`config.mk`:
```
export PLATFORM = sky130hd
export DESIGN_NAME = vector_serializer
export DESIGN_NICKNAME = d
export VERILOG_FILES = /design/src/rtl/vec_pkg.sv /design/src/rtl/vector_ring.sv /design/src/rtl/vector_serializer.sv
export SDC_FILE = /design/constraint.sdc
export NUM_CORES = 1
export LEC_CHECK = 0
export CORE_ASPECT_RATIO = 1.5
export CORE_MARGIN = 8
export CORE_UTILIZATION = 39
export DETAILED_ROUTE_END_ITERATION = 10
export SLEW_MARGIN = 10
export SYNTH_ARGS = -nofsm -noshare
export SYNTH_HDL_FRONTEND = slang
export SYNTH_SLANG_ARGS = --single-unit
export TNS_END_PERCENT = 1
```
`constraint.sdc`:
```
create_clock -name clk -period 4.8 [get_ports clk]
set_input_delay 0.96 -clock clk [delete_from_list [all_inputs] [get_ports clk]]
set_output_delay 0.96 -clock clk [all_outputs]
set_load 0.05 [all_outputs]
```
`src/rtl/vec_pkg.sv`:
```
// Shared vector definitions for the serializer and the receive buffer.
// Both ends agree on the vector width and on MSB-first bit order.
package vec_pkg;

    localparam int VEC_WIDTH = 8;
    localparam int BITCNT_W  = $clog2(VEC_WIDTH);

    typedef logic [VEC_WIDTH-1:0] vec_t;

endpackage

```
`src/rtl/vector_ring.sv`:
```
// Vector ring buffer: storage, write/read pointers and occupancy level.
// Push is taken only when not full. Pop is taken only when not empty.
// Flush clears both pointers and the level, and it overrides push and pop.
// Slot contents are never reset; only the pointers decide what is valid.
module vector_ring
    import vec_pkg::*;
#(
    parameter  int NB_VECTORS = 16,
    localparam int PTR_W      = $clog2(NB_VECTORS),
    localparam int LVL_W      = PTR_W + 1
) (
    input  logic             clk,
    input  logic             rst_n,
    input  logic             push,
    input  vec_t             push_data,
    input  logic             pop,
    input  logic             flush,
    output vec_t             head,
    output logic [LVL_W-1:0] level,
    output logic             full
);

    vec_t             mem [NB_VECTORS];
    logic [PTR_W-1:0] wr_ptr_q, wr_ptr_d;
    logic [PTR_W-1:0] rd_ptr_q, rd_ptr_d;
    logic [LVL_W-1:0] level_q, level_d;
    logic             push_ok;
    logic             pop_ok;

    assign full    = (level_q == LVL_W'(NB_VECTORS));
    assign push_ok = push & ~full & ~flush;
    assign pop_ok  = pop & (level_q != '0) & ~flush;
    assign head    = mem[rd_ptr_q];
    assign level   = level_q;

    // Next pointer and level values; pointers wrap naturally at the ring depth.
    always_comb begin
        wr_ptr_d = wr_ptr_q;
        rd_ptr_d = rd_ptr_q;
        level_d  = level_q;
        if (flush) begin
            wr_ptr_d = '0;
            rd_ptr_d = '0;
            level_d  = '0;
        end else begin
            if (push_ok) wr_ptr_d = wr_ptr_q + 1'b1;
            if (pop_ok)  rd_ptr_d = rd_ptr_q + 1'b1;
            level_d = level_q + LVL_W'(push_ok) - LVL_W'(pop_ok);
        end
    end

    // Pointer and level registers.
    always_ff @(posedge clk or negedge rst_n) begin
        if (!rst_n) begin
            wr_ptr_q <= '0;
            rd_ptr_q <= '0;
            level_q  <= '0;
        end else begin
            wr_ptr_q <= wr_ptr_d;
            rd_ptr_q <= rd_ptr_d;
            level_q  <= level_d;
        end
    end

    // Storage write. The array has no reset.
    always_ff @(posedge clk) begin
        if (push_ok) mem[wr_ptr_q] <= push_data;
    end

endmodule

```
`src/rtl/vector_serializer.sv`:
```
// Vector serializer: buffers pushed vectors and sends them out MSB first,
// one bit per request cycle.
//
// Push handshake: a vector is taken on a rising edge where vector_valid and
// vector_ready are both high. vector_ready depends only on the registered
// level, so a pop in the same cycle does not free a slot for that push.
// vector_valid may be raised or dropped at any time, and vector may change
// freely while vector_valid is low.
//
// bitcnt == 0 means that no vector is being sent. The vector being sent is
// held in the shift register and is not counted in level.
module vector_serializer
    import vec_pkg::*;
#(
    parameter  int NB_VECTORS = 16,
    localparam int LVL_W      = $clog2(NB_VECTORS) + 1
) (
    input  logic             clk,
    input  logic             rst_n,
    input  vec_t             vector,
    input  logic             vector_valid,
    output logic             vector_ready,
    input  logic             flush,
    input  logic             bit_req,
    output logic             bit_out,      // serial data bit
    output logic             bit_valid,
    output logic [LVL_W-1:0] level
);

    logic                head;
    vec_t                head_vec;
    logic                ring_full;
    logic                pop;
    logic [BITCNT_W-1:0] bitcnt_q, bitcnt_d;
    vec_t                shreg_q, shreg_d;
    logic                bit_q, bit_d;
    logic                bit_valid_q, bit_valid_d;

    vector_ring #(
        .NB_VECTORS (NB_VECTORS)
    ) u_ring (
        .clk       (clk),
        .rst_n     (rst_n),
        .push      (vector_valid),
        .push_data (vector),
        .pop       (pop),
        .flush     (flush),
        .head      (head_vec),
        .level     (level),
        .full      (ring_full)
    );

    assign vector_ready = ~ring_full;
    assign head         = head_vec[VEC_WIDTH-1];
    assign bit_out      = bit_q;
    assign bit_valid    = bit_valid_q;

    // Choose the next bit. The choice is: continue the vector in flight, start
    // the next vector from the ring head, or send nothing.
    always_comb begin
        bitcnt_d    = bitcnt_q;
        shreg_d     = shreg_q;
        bit_d       = 1'b0;
        bit_valid_d = 1'b0;
        pop         = 1'b0;
        if (flush) begin
            bitcnt_d = '0;
        end else if (bit_req) begin
            if (bitcnt_q != '0) begin
                bit_d       = shreg_q[VEC_WIDTH-1];
                bit_valid_d = 1'b1;
                shreg_d     = shreg_q << 1;
                bitcnt_d    = bitcnt_q + 1'b1;
            end else if (level != '0) begin
                bit_d       = head;
                bit_valid_d = 1'b1;
                shreg_d     = head_vec << 1;
                bitcnt_d    = BITCNT_W'(1);
                pop         = 1'b1;
            end
        end
    end

    // Bit counter and output registers.
    always_ff @(posedge clk or negedge rst_n) begin
        if (!rst_n) begin
            bitcnt_q    <= '0;
            bit_q       <= 1'b0;
            bit_valid_q <= 1'b0;
        end else begin
            bitcnt_q    <= bitcnt_d;
            bit_q       <= bit_d;
            bit_valid_q <= bit_valid_d;
        end
    end

    // Shift register. It has no reset; bitcnt decides whether its contents are used.
    always_ff @(posedge clk) begin
        shreg_q <= shreg_d;
    end

endmodule

```
==> results.cfg <==
[outcome]
status = finished clean

[global_routing]
grt_pass1_wl_um = 19700
first_global_vias = 3361
grt_overflow = 0
busiest_layer = met2
grt_util_met2 = 0.238
grt_max_degree = 23
grt_use_total = 0.131
globalRouteMet1Util = 0.142
antenna_found_initial = 0
grtUsageMet3 = 0.0291

[yosys]
synth_edf_count = 135
synth-simple-area-share = 0.0653
synth_top_family_by_area = multiplexers
synth_fa_ha_area_frac = 0.0288
synth_seq_area_share = 0.710
syn_inst = 354
synthDistinctLibCells = 38
synth-compound-area-share = 0.0294
synth_xor_area_frac = 0.0111
synth_most_common_cell = edfxtp_1
synth.cell_area_um2 = 6340
synth_common_cells = 135 x edfxtp_1, 34 x nor2_1, 27 x mux4_2, 18 x dfrtp_1
synth_seq_cells = 153
synth.area.mux_share = 0.133
yosysWarnings = 0
synth_ff_type = edfxtp_1
netlist.area_leader.share = 0.639
syn_nets = 381
avgSynthCellArea_um2 = 17.9
netlist_top_cells_area = edfxtp_1 64%, mux4_2 9.6%, dfrtp_1 7.1%, ha_1 2.6%, nor2_1 2.0%
yosysTopAreaCell = edfxtp_1
async_flop_share = 0.118

[detailed_routing]
dr.pass1.iters = 6
drc = 0
ant_nets = 0
via_per_inst = 5.31
route.vias.total = 3210
wl_per_cell_um = 21.0
finalWirelength_um = 12700
drtIter0Drc = 233

[sta]
hold_viol_final = 0
tns_ns = 0
whs_ns = 0.483
grt_setup_unrepaired = false
setup_ws_ns = 1.69
slew_violations = 0
worst_clock_skew_ns = 0.0117
clock.fmax_mhz = 322
post-route-min-period_ns = 3.11
setup_violations = 0
relSlewSlack = 0.258
min_period_over_period = 0.647
tightest_slew_ns = 1.11

[job]
drv_cap = 0

[layout]
layout-drive-gt1-share = 0.183
layout.cells.non_filler = 604
antenna_cells = 0
fin_area_um2 = 7370
nets = 412
area_delta_synth_final_pct = 16.2

[power_and_ir_drop]
power_density_nw_per_um2 = 512
p_leak_nw = 2.45
vdd_drop_max_uv = 236

[clocking]
ctsHoldBuffers = 0
clk_pin_slew_ns = 0.06
cts_root_buf = clkbuf_16
cts_sinks = 153
cts_made_buffers = 17
ctsResizeCount = 0
cts_buffer_depth = 2
clkLatencyLatePin_ns = 0.42
htree_levels = 4
cts_setup_buffers = 0
cts_tree = built

[min_path]
min_delay_path_depth = 1
holdPathEnd = bit_out
hold_path_startpoint = shreg_q[7]
worst_hold_path_type = reg2reg

[floorplan]
die_h_um = 172
die_w_um = 120
core_area_um2 = 16000
io-pin-count = 21
fp-row-count = 57
die_area_um2 = 20700
initial_utilization = 0.395

[place]
placedInstanceArea_um2 = 6760
gp_congestion = 0.770
dp_hpwl_um = 8340
place_worst_setup_slack_ns = 1.27
portBuffers = 20
place_inst = 572

[critical_path]
cp.arrival_ns = 2.15
cp_max_fo = 6
endpoint_kind = output pin
cp_cell_sequence = inv_1 > ha_1 > nand4bb_1 > clkdlybuf4s50_1
timing.rr.start = u_ring.level[3]
r2r_cells = 13
cp-start-kind = register
r2r_end = u_ring.level[4]
critical_path_class = reg2out
cp_data_required_time_ns = 3.84
crit_slowest_cell = clkdlybuf4s50_1
slowest_delay_ns = 0.86
r2r_setup_slack_ns = 1.75
[how the worst max path moves through the flow]
stage / startpoint / to / slack, ns / cells past startpoint
final: u_ring.level[3] / vector_ready / 1.69 / 4
after global routing: u_ring.level[3] / u_ring.level[4] / 1.45 / 13
after CTS: u_ring.level[3] / vector_ready / 1.66 / 4
after detailed placement: bit_req / u_ring.level[4] / 1.27 / 12
after global placement: bit_req / u_ring.level[4] / 1.33 / 12
after floorplan: flush / u_ring.level[4] / 1.77 / 12
[where the power goes]
| part | internal [mW] | leakage (nW) | switching, mW |
|---|---|---|---|
| sequential | 1.54 | 1.46 | 0.0920 |
| combinational | 0.369 | 0.692 | 0.411 |
| clock | 0.791 | 0.301 | 0.567 |
[placed cells by master (no fill, tap or decap), types with 6 or more instances in the layout]
| master | netlist | final |
|---|---|---|
| edfxtp_1 | 135 | 135 |
| nor2_1 | 34 | 34 |
| mux4_2 | 27 | 27 |
| clkdlybuf4s50_1 | 0 | 20 |
| dfrtp_1 | 18 | 17 |
| clkbuf_16 | 0 | 17 |
| inv_1 | 13 | 13 |
| ha_1 | 13 | 13 |
| mux2i_1 | 10 | 10 |
| nand2_1 | 10 | 10 |
| nor3_1 | 8 | 8 |
| nand2b_1 | 8 | 8 |
| nor2b_1 | 7 | 7 |
| buf_4 | 2 | 7 |
| a21oi_1 | 6 | 6 |
| a221o_1 | 6 | 6 |
[area by class of cell]
class | count | area (um^2)
flip-flops and latches | 153 | 4510
repair buffers | 27 | 253
well taps | 206 | 258
clock inverters | 15 | 183
multi-input cells | 173 | 1700
inverters | 13 | 48.8
clock buffers | 17 | 425
fillers | 1361 | 8680
[stage by stage]
step,power (mW),utilization
3_5_place_dp,2.46,0.421
5_1_grt,3.94,0.459
4_1_cts,3.81,0.459
3_3_place_gp,2.44,0.421
2_1_floorplan,2.24,-
6_report,3.77,0.459
[cells by family after synthesis]
group	count (synthesis)
flip-flops	153
AND/OR/NAND/NOR	82
multiplexers	45
buffers and inverters	28
AO/OA/AOI/OAI	24
adder cells (fa/ha/maj)	14
XOR/XNOR	8
[sequential cells by signal (all words and copies together), names as in the netlist]
name             flops
bitcnt_q             3
u_ring.rd_ptr_q      4
u_ring.wr_ptr_q      4
u_ring.level         5
shreg_q              7
u_ring.mem         128
bit_out              1
bit_valid            1
[worst max-delay path: cells and delay by family, from the launching register on]
family | cells | cell delay (ns)
and+or+nand+nor | 1 | 0.23
DFF | 1 | 0.39
buffers and inverters | 2 | 0.93
adders and majority gates | 1 | 0.19
[layer usage]
layer	up-vias	wire (um)
li1	1446	-
met1	1660	4950
met2	79	6950
met3	25	414
met4	0	350
met5	-	0
(Power assumes the default switching activity.)
